$ cat src/rtl/video_mode_switcher.sv
// video_mode_switcher: picks one of NUM_MODES renderers and drives their RGB,
// VRAM read address and blanking margins toward vga_gen / vram_24k.
// A new mode only takes effect on the vsync-middle line (h==0, v==SWITCH_LINE).
// The switch is followed by BLANK_FRAMES black frames. busy and switch_done
// report switch progress to the bus side.
// Mode m (1..NUM_MODES) uses slot m-1. Mode 0 means disabled.
// state_dbg exposes the FSM state so that checkers can bind to it.
module video_mode_switcher #(
  parameter int NUM_MODES    = 2,
  parameter int MODE_W       = 3,
  parameter int COLOR_BITS   = 2,
  parameter int ADDR_W       = 15,
  // Numeric default is 1024 visible + 1 front porch + 3/2 sync (1280x1024 timing)
  parameter int SWITCH_LINE  = 1026,
  parameter int BLANK_FRAMES = 2,
  parameter int RESET_MODE   = 1
) (
  input  logic                             clk,
  input  logic                             rst,
  input  logic                             locked,
  input  logic [MODE_W-1:0]                mode_req,
  input  logic [11:0]                      h_counter,
  input  logic [11:0]                      v_counter,
  input  logic [NUM_MODES*3*COLOR_BITS-1:0] mode_rgb_in,
  input  logic [NUM_MODES*ADDR_W-1:0]      mode_addr_in,
  input  logic [NUM_MODES*8-1:0]           mode_side_rm,
  input  logic [NUM_MODES*8-1:0]           mode_bottom_rm,
  output logic [3*COLOR_BITS-1:0]          rgb_out,
  output logic [ADDR_W-1:0]                vram_addr,
  output logic [NUM_MODES-1:0]             mode_en,
  output logic                             timing_en,
  output logic [7:0]                       side_rm,
  output logic [7:0]                       bottom_rm,
  output logic [MODE_W-1:0]                active_mode,
  output logic                             busy,
  output logic                             switch_done,
  output logic [1:0]                       state_dbg
);

  localparam int RGB_W = 3 * COLOR_BITS;
  localparam int CNT_W = (BLANK_FRAMES < 1) ? 1 : $clog2(BLANK_FRAMES + 1);
  localparam logic [MODE_W-1:0] RESET_MODE_EFF =
    (RESET_MODE >= 1 && RESET_MODE <= NUM_MODES) ? MODE_W'(RESET_MODE) : '0;
  localparam logic [CNT_W-1:0] BLANK_INIT = CNT_W'(BLANK_FRAMES);
  localparam logic [11:0]      SW_LINE    = 12'(SWITCH_LINE);

  localparam logic [1:0] ST_OFF     = 2'd0;
  localparam logic [1:0] ST_ACTIVE  = 2'd1;
  localparam logic [1:0] ST_PENDING = 2'd2;
  localparam logic [1:0] ST_BLANK   = 2'd3;

  logic [1:0]             state;
  logic [CNT_W-1:0]       blank_cnt;
  logic [MODE_W-1:0]      req_eff;
  logic                   boundary;
  logic                   run;
  logic                   show_pix;
  logic [RGB_W-1:0]       slot_rgb;
  logic [ADDR_W-1:0]      slot_addr;
  logic [7:0]             slot_side;
  logic [7:0]             slot_bottom;
  logic [NUM_MODES-1:0]   slot_onehot;

  // Out-of-range requests behave like "disabled"; B is the single switch instant per frame
  always_comb begin
    req_eff  = (int'(mode_req) > NUM_MODES) ? '0 : mode_req;
    boundary = (h_counter == 12'd0) && (v_counter == SW_LINE);
  end

  // Slot mux for the current mode; everything stays 0 when the mode is 0
  always_comb begin
    slot_rgb    = '0;
    slot_addr   = '0;
    slot_side   = '0;
    slot_bottom = '0;
    slot_onehot = '0;
    for (int i = 0; i < NUM_MODES; i++) begin
      if (active_mode == MODE_W'(i + 1)) begin
        slot_rgb       = mode_rgb_in[i*RGB_W +: RGB_W];
        slot_addr      = mode_addr_in[i*ADDR_W +: ADDR_W];
        slot_side      = mode_side_rm[i*8 +: 8];
        slot_bottom    = mode_bottom_rm[i*8 +: 8];
        slot_onehot[i] = 1'b1;
      end
    end
  end

  // Output enables: nothing runs without DCM lock or in OFF
  always_comb begin
    run         = locked && (state != ST_OFF);
    show_pix    = locked && ((state == ST_ACTIVE) || (state == ST_PENDING));
    timing_en   = run;
    mode_en     = run ? slot_onehot : '0;
    vram_addr   = slot_addr;
    side_rm     = slot_side;
    bottom_rm   = slot_bottom;
    busy        = (state == ST_PENDING) || (state == ST_BLANK);
    state_dbg   = state;
  end

  // Mode FSM; frozen while the clock source is unlocked
  always_ff @(posedge clk or posedge rst) begin
    if (rst) begin
      state       <= (RESET_MODE_EFF == '0) ? ST_OFF : ST_ACTIVE;
      active_mode <= RESET_MODE_EFF;
      blank_cnt   <= '0;
      switch_done <= 1'b0;
    end else begin
      switch_done <= 1'b0;
      if (locked) begin
        case (state)
          ST_OFF: begin
            // Leaving OFF does not wait for the boundary: timing is stopped anyway
            if (req_eff != '0) begin
              active_mode <= req_eff;
              if (BLANK_FRAMES == 0) begin
                state       <= ST_ACTIVE;
                switch_done <= 1'b1;
              end else begin
                state     <= ST_BLANK;
                blank_cnt <= BLANK_INIT;
              end
            end
          end
          ST_ACTIVE: begin
            if (req_eff != active_mode) state <= ST_PENDING;
          end
          ST_PENDING: begin
            if (req_eff == active_mode) begin
              state <= ST_ACTIVE;
            end else if (boundary) begin
              if (req_eff == '0) begin
                state       <= ST_OFF;
                active_mode <= '0;
              end else begin
                active_mode <= req_eff;
                if (BLANK_FRAMES == 0) begin
                  state       <= ST_ACTIVE;
                  switch_done <= 1'b1;
                end else begin
                  state     <= ST_BLANK;
                  blank_cnt <= BLANK_INIT;
                end
              end
            end
          end
          ST_BLANK: begin
            if (boundary) begin
              if (blank_cnt <= CNT_W'(1)) begin
                state       <= ST_ACTIVE;
                switch_done <= 1'b1;
                blank_cnt   <= '0;
              end else begin
                blank_cnt <= blank_cnt - CNT_W'(1);
              end
            end
          end
          default: state <= state;
        endcase
      end
    end
  end

  // Registered pixel: black in OFF/BLANK or when unlocked
  always_ff @(posedge clk or posedge rst) begin
    if (rst) rgb_out <= '0;
    else     rgb_out <= show_pix ? slot_rgb : '0;
  end

endmodule

$ cat config.mk
export PLATFORM = sky130hd
export DESIGN_NAME = video_mode_switcher
export DESIGN_NICKNAME = d
export VERILOG_FILES = /design/src/rtl/video_mode_switcher.sv
export SDC_FILE = /design/constraint.sdc
export NUM_CORES = 1
export LEC_CHECK = 0
export BUFFER_PORTS_ARGS = -buffer_cell sky130_fd_sc_hd__buf_2
export CAP_MARGIN = 20
export CORE_MARGIN = 2
export CORE_UTILIZATION = 35
export CTS_CLUSTER_DIAMETER = 120
export DETAILED_ROUTE_END_ITERATION = 6
export PLACE_DENSITY = 0.86
export SYNTH_ARGS = -nofsm -noshare
export SYNTH_HDL_FRONTEND = slang
export SYNTH_SLANG_ARGS = --single-unit
$ cat constraint.sdc
create_clock -name clk -period 4 [get_ports clk]
set_clock_uncertainty 0.15 [all_clocks]
set_input_delay 0.8 -clock clk [delete_from_list [all_inputs] [get_ports clk]]
set_output_delay 0.8 -clock clk [all_outputs]
set_load 0.01 [all_outputs]
==> results of run 1 <==
[per-stage QoR]
| step | power, uW | setup slack, ns | utilization (%) | instance area, sq um | instances |
|---|---|---|---|---|---|
| after floorplan | 708.0 | 1.512 | - | 1219 | 131 |
| after global placement | 966.1 | 1.343 | 60.44 | 2017 | 321 |
| after detailed placement | 982.2 | 1.280 | 60.44 | 2017 | 321 |
| after CTS | 1087 | 1.303 | 61.53 | 2053 | 325 |
| after global routing | 1169 | 1.199 | 61.53 | 2053 | 325 |
| final | 1077 | 1.308 | 61.53 | 2053 | 325 |
[kinds of logic (layout without fill, tap and decap cells)]
group                      after synthesis  in the layout
and+or+nand+nor                         45             45
AOI/OAI and AO/OA                       52             52
buffers and inverters                   13            161
adders and majority gates                4              4
muxes                                    3              3
DFF                                     14             14
[cell type report]
cell class	count	area, sq um
tap	46	57.56
sequential	14	352.8
clock buffer	4	36.28
inverter	5	18.77
fill	306	1284
timing repair buffer	152	765.7
multi-input combinational	104	822.0
[cells in the mapped netlist (all sizes together)]
master,count,area share [%]
o2bb2ai,2,1.4
nor2b,2,1.0
a21oi,1,1.3
mux2,2,1.8
or2,2,1.0
o21a,2,1.2
a22o,31,22
or3,1,0.51
a21bo,1,0.82
nand2,6,1.8
nor3b,1,0.62
dfstp,2,4.3
o311ai,1,1.3
nand4,2,1.0
o22a,1,0.72
o32ai,1,2.3
nor2,15,4.6
a2111oi,1,1.2
a2bb2oi,1,0.72
a211oi,2,1.2
dfrtp,12,25
nor3,3,1.6
clkbuf,8,2.5
mux2i,1,0.82
inv,5,1.5
a22oi,6,3.7
and2,2,1.0
nor4b,3,2.2
nor4,4,2.1
o21ai,2,1.1
nand2b,4,3.3
ha,4,4.1
[state kept, by name, indices dropped and copies added, names as in the netlist]
name / cells
rgb_out: 6
active_mode: 3
blank_cnt: 2
state_dbg: 2
switch_done: 1
[power groups by stage]
stage | logic (uW) | clock network [uW] | registers [uW]
after global placement | 754 | 0 | 212
final | 764 | 101 | 212
after CTS | 769 | 105 | 212
after floorplan | 487 | 0 | 221
after detailed placement | 767 | 0 | 215
after global routing | 839 | 110 | 220
[layer usage]
metal | vias up | track usage [%] | share of wire, %
li1 | 811 | - | -
met1 | 738 | 23.77 | 35
met2 | 67 | 46.28 | 58
met3 | 6 | 5.946 | 6.2
met4 | 0 | 6.389 | 1.5
met5 | - | 0 | 0
[worst max path at each step]
stage,from,endpoint,slack [ns],depth (start not counted)
after floorplan,active_mode[0],side_rm[0],1.51,5
after global placement,v_counter[0],active_mode[1],1.34,7
after detailed placement,mode_req[1],state_dbg[0],1.28,7
after CTS,active_mode[0],side_rm[2],1.30,5
after global routing,active_mode[0],side_rm[2],1.20,5
final,active_mode[0],side_rm[2],1.31,5
==> reports/qor.txt, run 1 <==
Avg Cell Area, Syn - 9.303 sq um
Unique masters post-synth - 36
Min Tclk post-route - 2.692 ns
Initial Util - 36.52%
DRT Pass-1 Iters - 4
IO Port Bufs - 150
Crit-path max cell delay - 0.56 ns
Hold_sp - blank_cnt[0]
Clock Latency Late Sink - 0.28 ns
Drt wl/cell - 13.83 um
Slew headroom - 64.15%
CTS H-tree depth - 1
Longest Clk Path Bufs - 2
Sink Count - 14
Most frequent cells in the layout - 150 x buf_2, 31 x a22o_1, 13 x nor2_1
Worst slew pin tran - 0.5372 ns
NetSw - 494.6 uW
Synth warn - 0
Synth Area in Adders - 4.107%
Clk slew on worst S/H paths - 0.08 ns
Routed vias - 1622
WHS - 0.3585 ns
Logic pwr share - 70.9%
Main combinational cell family by area after synthesis - compound AO/OA/AOI/OAI gates
Initial antenna violation count - 0
Die X - 63.01 um
CTS tree - built
CP max FO - 38
Crit-path slowest cell - dfstp_2
Routability cong. - 0.8023
Residual DRC count - 0
Setup Fix Bufs, Post-CTS - 0
Worst Setup Start Kind - register
Core ar. - 3337 sq um
Boundary Pins - 151
Peak supply drop - 0.2997 mV
Worst hold path class - reg -> reg
Syn Nets - 239
Total track usage - 23.42%
Largest net degree at the start of global routing - 39
Num rows - 21
Clock Power Share - 9.3%
Dpl hpwl - 3838 um
Setup TNS - 0 ns
Complex-gate fraction of the synthesized area - 39.43%
Sequential share of the synthesized area - 28.95%
Top Family by Delay on Critical Path - flip-flops
Setup violations, final - 0
Net Sw Frac - 45.91%
Crit end category - output port
Fraction of layout cells with a size suffix above 1 - 60.57%
Max cap viols - 0
Part of the power in registers - 19.7%
XOR/XNOR Fraction of Synth Area - 0%
Most common cell after layout, fill and taps aside - buf_2
Worst R2R Setup Slack - 1.72 ns
Min-Delay Path Depth - 1
Final hold violations - 0
Worst R2R Path Depth - 6
CTS resizes - 0
Antenna-violating nets left - 0
GRT Residual Overflow - 0
# hold bufs at CTS - 0
Internal - 582.8 uW
Vias in the first global route - 1662
Inserted Clock Buffers - 3
Nets@finish - 388
Post-synthesis mux area share - 2.669%
Final Cycle Share - 67.31%
Critical register-to-register path endpoint - state_dbg[0]
Number of DRC markers in iteration 0 - 55
DR vias/cell - 4.991
FF+latch count, synth - 14
Power Dens Cells - 524.7 nW/um^2
DIE AREA - 3970 sq um
Kind of critical path - reg -> out
Post-Synthesis Cell Area - 1219 sq um
Worst endpoint data arrival time - 1.74 ns
Post-Synth Simple-Gate Area - 20.84%
First-pass GRT wire length - 7438 um
Die Span Y - 63.01 um
CP bufs+invs - 2
CP Cell Sequence - nand2b_1 -> nor2_2 -> buf_4 -> a22o_1 -> buf_2
Max Freq - 0.3714 GHz
Post-Route WL - 4495 um
Hold Path End - blank_cnt[0]
RSZ-0062 raised after global routing - no
Leak - 0.001173 uW
Post-Syn Instances - 131
Crit Reg-Reg Startpoint - active_mode[0]
Max-slew violations - 0
Status - complete, no violations
Layout area overhead - 68.48%
WP data required - 3.05 ns
Root buf cell - clkbuf_4
Ant diodes - 0
(Power assumes the default switching activity.)
==> run 2, diff against run 1 <==
--- a/config.mk
+++ b/config.mk
@@ -8,10 +8,10 @@
 export BUFFER_PORTS_ARGS = -buffer_cell sky130_fd_sc_hd__buf_2
 export CAP_MARGIN = 20
 export CORE_MARGIN = 2
-export CORE_UTILIZATION = 35
+export CORE_UTILIZATION = 29
 export CTS_CLUSTER_DIAMETER = 120
 export DETAILED_ROUTE_END_ITERATION = 6
-export PLACE_DENSITY = 0.86
+export PLACE_DENSITY = 0.76
 export SYNTH_ARGS = -nofsm -noshare
 export SYNTH_HDL_FRONTEND = slang
 export SYNTH_SLANG_ARGS = --single-unit
==> constraint.sdc (replaced) <==
create_clock -name clk -period 2.4 [get_ports clk]
set_clock_uncertainty 0.15 [all_clocks]
set_input_delay 0.48 -clock clk [delete_from_list [all_inputs] [get_ports clk]]
set_output_delay 0.48 -clock clk [all_outputs]
set_load 0.01 [all_outputs]
==> run 2 against run 1 <==
  * Flip-flop and latch count stayed put
  * Highest routed layer unchanged
  * Die area is 19% higher
  * Cell count is 3.1% higher
  * Combinational power is 74% higher
  * Design area is 4.5% higher
  * Count of clock-buffer cells in the layout stayed put
  * Total power is 76% higher
==> reports/qor.txt, run 2 (synthesis gave the netlist of run 1 again) <==
Leak - 0.001214 uW
Worst R2R Setup Slack - 0.17 ns
Layout area overhead - 76.08%
Kind of critical path - reg -> out
Initial Util - 30.25%
CTS tree - built
Crit-path slowest cell - dfstp_2
Most common cell after layout, fill and taps aside - buf_2
Post-Route WL - 4434 um
Top Family by Delay on Critical Path - flip-flops
Worst Setup Start Kind - register
Largest register FFs - 6
Worst endpoint data arrival time - 1.64 ns
Nets@finish - 394
Drt wl/cell - 13.24 um
Final Cycle Share - 94.63%
Largest reg by FF count - rgb_out
Max cap viols - 0
Root buf cell - clkbuf_8
Power Total - 1900 uW
Clk slew on worst S/H paths - 0.06 ns
Wl on met1 - 1740 um
Power Dens Cells - 885.3 nW/um^2
Boundary Pins - 151
Clock Latency Late Sink - 0.24 ns
# fillers - 389
Routed vias - 1635
DR vias/cell - 4.881
Core ar. - 4029 sq um
Peak supply drop - 0.3345 mV
Routed wl met3 - 389 um
Crit-path max cell delay - 0.57 ns
Routability cong. - 0.7850
Residual DRC count - 0
First-pass GRT wire length - 6237 um
RSZ-0062 raised after global routing - no
Most frequent cells in the layout - 150 x buf_2, 31 x a22o_1, 13 x nor2_1
Antenna-violating nets left - 0
Sink Count - 14
Worst R2R Path Depth - 7
Slew headroom - 63.71%
Worst slew pin tran - 0.5437 ns
Total track usage - 17.19%
Crit end category - output port
Vias in the first global route - 1464
Worst hold path class - in -> async
Setup violations, final - 0
Die Span Y - 68.83 um
Number of DRC markers in iteration 0 - 74
Met2 WL - 2269 um
WP data required - 1.77 ns
Max-slew violations - 0
Longest Clk Path Bufs - 2
CTS H-tree depth - 1
Max Freq - 0.4403 GHz
Largest regs - rgb_out (6), active_mode (3)
Fraction of layout cells with a size suffix above 1 - 61.75%
Die X - 68.83 um
Max layer used - met4
IO Port Bufs - 150
Crit Reg-Reg Startpoint - active_mode[0]
Critical register-to-register path endpoint - state_dbg[0]
Min Tclk post-route - 2.271 ns
CP bufs+invs - 2
Ant diodes - 0
Num rows - 23
Initial antenna violation count - 0
Inserted Clock Buffers - 3
DIE AREA - 4737 sq um
Setup Fix Bufs, Post-CTS - 0
Setup TNS - 0 ns
Dpl hpwl - 3674 um
DRT Pass-1 Iters - 4
Final hold violations - 0
Largest net degree at the start of global routing - 39
GRT Residual Overflow - 0
Status - complete, no violations
CP max FO - 6
CP Cell Sequence - inv_1 -> ha_1 -> nor2b_2 -> and2_1 -> buf_2
[run 2: layout make-up]
type | count | area, sq um | share of cell area (%)
clock buffer | 4 | 55.05 | 2.566
inverter | 5 | 18.77 | 0.8746
multi-input combinational | 105 | 840.8 | 39.18
sequential | 14 | 352.8 | 16.44
tap | 50 | 62.56 | 2.915
timing repair buffer | 157 | 815.8 | 38.02
[run 2: repair_timing]
| item | CTS | global route |
|---|---|---|
| gates resized for setup | 1 | 2 |
| setup endpoints to repair | 32 | 33 |
| hold buffers | 0 | 0 |
| gates cloned | 0 | 1 |
| pin swaps | 0 | 0 |
[run 2: per-stage QoR]
stage               worst slack, ns  hold slack, ns  std cells  utilization [%]  cell area (sq um)
global route                0.03109          0.1842        335            53.26               2146
finish                       0.1290          0.1226        335            53.26               2146
global placement          -0.004905          0.3223        330            51.43               2072
CTS                         0.02614          0.1387        334            52.92               2132
detailed placement         -0.02562          0.3213        330            51.43               2072
floorplan                    0.2325          0.2178        131                -               1219
[run 2: routing by layer]
| metal | vias to the layer above | track usage (%) |
|---|---|---|
| met5 | - | 0 |
| met4 | 0 | 5.147 |
| met1 | 729 | 20.48 |
| met2 | 76 | 29.09 |
| met3 | 4 | 6.006 |
| li1 | 826 | - |
[run 2: worst max-delay path by stage]
| stage | cells past startpoint | from | to | slack [ns] |
|---|---|---|---|---|
| after global routing | 5 | state_dbg[0] | mode_en[0] | 0.03 |
| after global placement | 4 | active_mode[0] | side_rm[5] | -0.005 |
| after detailed placement | 4 | active_mode[0] | vram_addr[4] | -0.03 |
| after CTS | 5 | state_dbg[0] | mode_en[1] | 0.03 |
| after floorplan | 5 | active_mode[0] | side_rm[0] | 0.23 |
| final | 5 | state_dbg[0] | mode_en[1] | 0.13 |
[run 2: power breakdown]
part	switching [uW]	internal [uW]	total, uW
sequential	42.4	302	345
combinational	705	623	1330
clock	81.1	145	226
total	829	1070	1900
==> run 3, diff against run 2 <==
--- a/config.mk
+++ b/config.mk
@@ -5,13 +5,14 @@
 export SDC_FILE = /design/constraint.sdc
 export NUM_CORES = 1
 export LEC_CHECK = 0
+export ABC_AREA = 1
 export BUFFER_PORTS_ARGS = -buffer_cell sky130_fd_sc_hd__buf_2
 export CAP_MARGIN = 20
 export CORE_MARGIN = 2
-export CORE_UTILIZATION = 29
+export CORE_UTILIZATION = 33
 export CTS_CLUSTER_DIAMETER = 120
 export DETAILED_ROUTE_END_ITERATION = 6
-export PLACE_DENSITY = 0.76
+export PLACE_DENSITY = 0.78
 export SYNTH_ARGS = -nofsm -noshare
 export SYNTH_HDL_FRONTEND = slang
 export SYNTH_SLANG_ARGS = --single-unit
==> run 3 against run 2 <==
  * Design area grew 10%
  * Area after synthesis grew 22%
  * Hold slack lost 0.0046 ns
  * Utilization grew 1.1 points
  * Global-route usage grew 3.4 points
  * Critical path type unchanged
  * Highest routed layer unchanged
==> reports/qor.txt, run 3 <==
Layout area overhead - 59.18%
Largest reg by FF count - rgb_out
Num rows - 24
Largest regs - rgb_out (6), active_mode (3)
Sink Count - 14
DRT Pass-1 Iters - 4
CTS H-tree depth - 1
GRT Residual Overflow - 0
Crit-path max cell delay - 0.59 ns
Clk slew on worst S/H paths - 0.06 ns
Synth warn - 0
Power Total - 2184 uW
Worst slew pin tran - 0.5476 ns
Post-Synthesis Cell Area - 1486 sq um
WP data required - 1.77 ns
CP Cell Sequence - inv_1 -> nand3_1 -> buf_8 -> o22ai_1 -> buf_2
Peak supply drop - 0.3668 mV
DIE AREA - 5057 sq um
Crit end category - output port
Final Cycle Share - 93.36%
Core ar. - 4354 sq um
Final hold violations - 0
Post-Syn Instances - 243
Number of DRC markers in iteration 0 - 150
Total track usage - 20.60%
Largest net degree at the start of global routing - 33
Leak - 0.001560 uW
Post-Route WL - 5149 um
Dpl hpwl - 4306 um
Max Freq - 0.4463 GHz
Initial antenna violation count - 0
Leading area contributor after synthesis - dfrtp_1
Most common cell after layout, fill and taps aside - buf_2
Nets@finish - 504
Power Dens Cells - 923.3 nW/um^2
Status - complete, no violations
Max cap viols - 0
Routed vias - 2101
Die Span Y - 71.12 um
RSZ-0062 raised after global routing - no
Area contributors post-synth - dfrtp_1 20%, inv_1 19%, o22ai_1 13%
Boundary Pins - 151
Post-synth top cells - 76 x inv_1, 31 x o22ai_1, 27 x nand2_1
Most frequent cells in the layout - 150 x buf_2, 76 x inv_1, 31 x o22ai_1
Area share of the largest cell type after synthesis - 20.20%
Longest Clk Path Bufs - 2
Number of synthesized flops with an enable pin - 0
Async S/R FF share, synth - 100.0%
Place WS - 0.2529 ns
Final worst setup slack - 0.1595 ns
Largest register FFs - 6
Syn Nets - 351
IO Port Bufs - 150
Top Family by Delay on Critical Path - flip-flops
Worst hold path class - in -> async
Slew headroom - 63.45%
WHS - 0.1180 ns
Worst endpoint data arrival time - 1.61 ns
Sequential share of the synthesized area - 23.74%
Drt wl/cell - 11.52 um
Antenna-violating nets left - 0
FF+latch count, synth - 14
Avg Cell Area, Syn - 6.117 sq um
Root buf cell - clkbuf_8
Vias in the first global route - 2005
Kind of critical path - reg -> out
Max-slew violations - 0
Ant diodes - 0
CP max FO - 32
Die X - 71.12 um
DR vias/cell - 4.700
Most common flop cell mapped by yosys - dfrtp_1
Unique masters post-synth - 24
Routability cong. - 0.8720
Worst Setup Start Kind - register
Inserted Clock Buffers - 3
CP bufs+invs - 3
Initial Util - 34.14%
# hold bufs at CTS - 0
Setup TNS - 0 ns
Residual DRC count - 0
Clock Latency Late Sink - 0.25 ns
CTS tree - built
Fraction of layout cells with a size suffix above 1 - 45.32%
Top-count cell post-synth - inv_1
Min Tclk post-route - 2.241 ns
Crit-path slowest cell - dfstp_2
First-pass GRT wire length - 8556 um
Setup violations, final - 0
## run 3: changes by cell type in the layout (fill, tap and decap cells not counted), moves of 5 or more
| cell | before | now |
|---|---|---|
| a21oi_1 | 0 | 10 |
| a22o_1 | 31 | 0 |
| a22oi_1 | 6 | 0 |
| inv_1 | 5 | 76 |
| inv_2 | 0 | 5 |
| nand2_1 | 6 | 27 |
| nand3_1 | 0 | 11 |
| nand3_2 | 0 | 8 |
| nand4_1 | 2 | 14 |
| nor2_1 | 13 | 19 |
| o22ai_1 | 0 | 31 |
## run 3: power breakdown
part | internal (uW) | switching [uW]
Clock | 118 | 85.3
Sequential | 314 | 71.7
Combinational | 645 | 951
## run 3: repair_timing
| item | CTS | global route |
|---|---|---|
| endpoints found under the hold margin | 0 | 0 |
| setup buffers | 0 | 3 |
| endpoints found under the setup margin | 1 | 32 |
| gates resized for setup | 1 | 1 |
## run 3: cell families (layout without fill, tap and decap cells)
kind of cell | count (synthesis) | count (layout) | share of synthesized area (%)
AND/OR/NAND/NOR | 87 | 87 | 30.56
flip-flops | 14 | 14 | 23.74
AO/OA/AOI/OAI | 48 | 48 | 19.11
adder cells (fa/ha/maj) | 4 | 4 | 3.367
buffers and inverters | 90 | 242 | 23.23
## run 3: area by class of cell
cell class / instances / area (sq um)
fill: 438 / 1988
timing repair buffer: 157 / 810.8
multi-input combinational: 139 / 788.3
sequential: 14 / 352.8
inverter: 81 / 304.0
tap: 52 / 65.06
clock buffer: 4 / 45.04
## run 3: worst paths after layout
kind | endpoint | depth (start not counted) | slack (ns) | from
max in group asynchronous | active_mode[0] | 2 | 1.61 | rst
min in group clk | rgb_out[4] | 3 | 0.35 | mode_rgb_in[4]
max | vram_addr[5] | 5 | 0.16 | active_mode[0]
min | rgb_out[0] | 2 | 0.12 | rst
min reg2reg | state_dbg[0] | 2 | 0.36 | state_dbg[0]
max reg2reg | state_dbg[0] | 8 | 0.53 | state_dbg[0]
## run 3: metal layers
| metal | share of wire (%) | global-route usage [%] |
|---|---|---|
| met4 | 2.9 | 9.015 |
| met2 | 52 | 37.69 |
| met5 | 0 | 0 |
| met1 | 39 | 23.01 |
| met3 | 6.4 | 3.989 |
## run 3: per-stage QoR
stage	util, %	instances	cell area [sq um]
3_5_place_dp	52.61	440	2291
3_3_place_gp	52.61	440	2291
5_1_grt	54.34	447	2366
2_1_floorplan	-	243	1486
6_report	54.34	447	2366
4_1_cts	53.74	444	2340
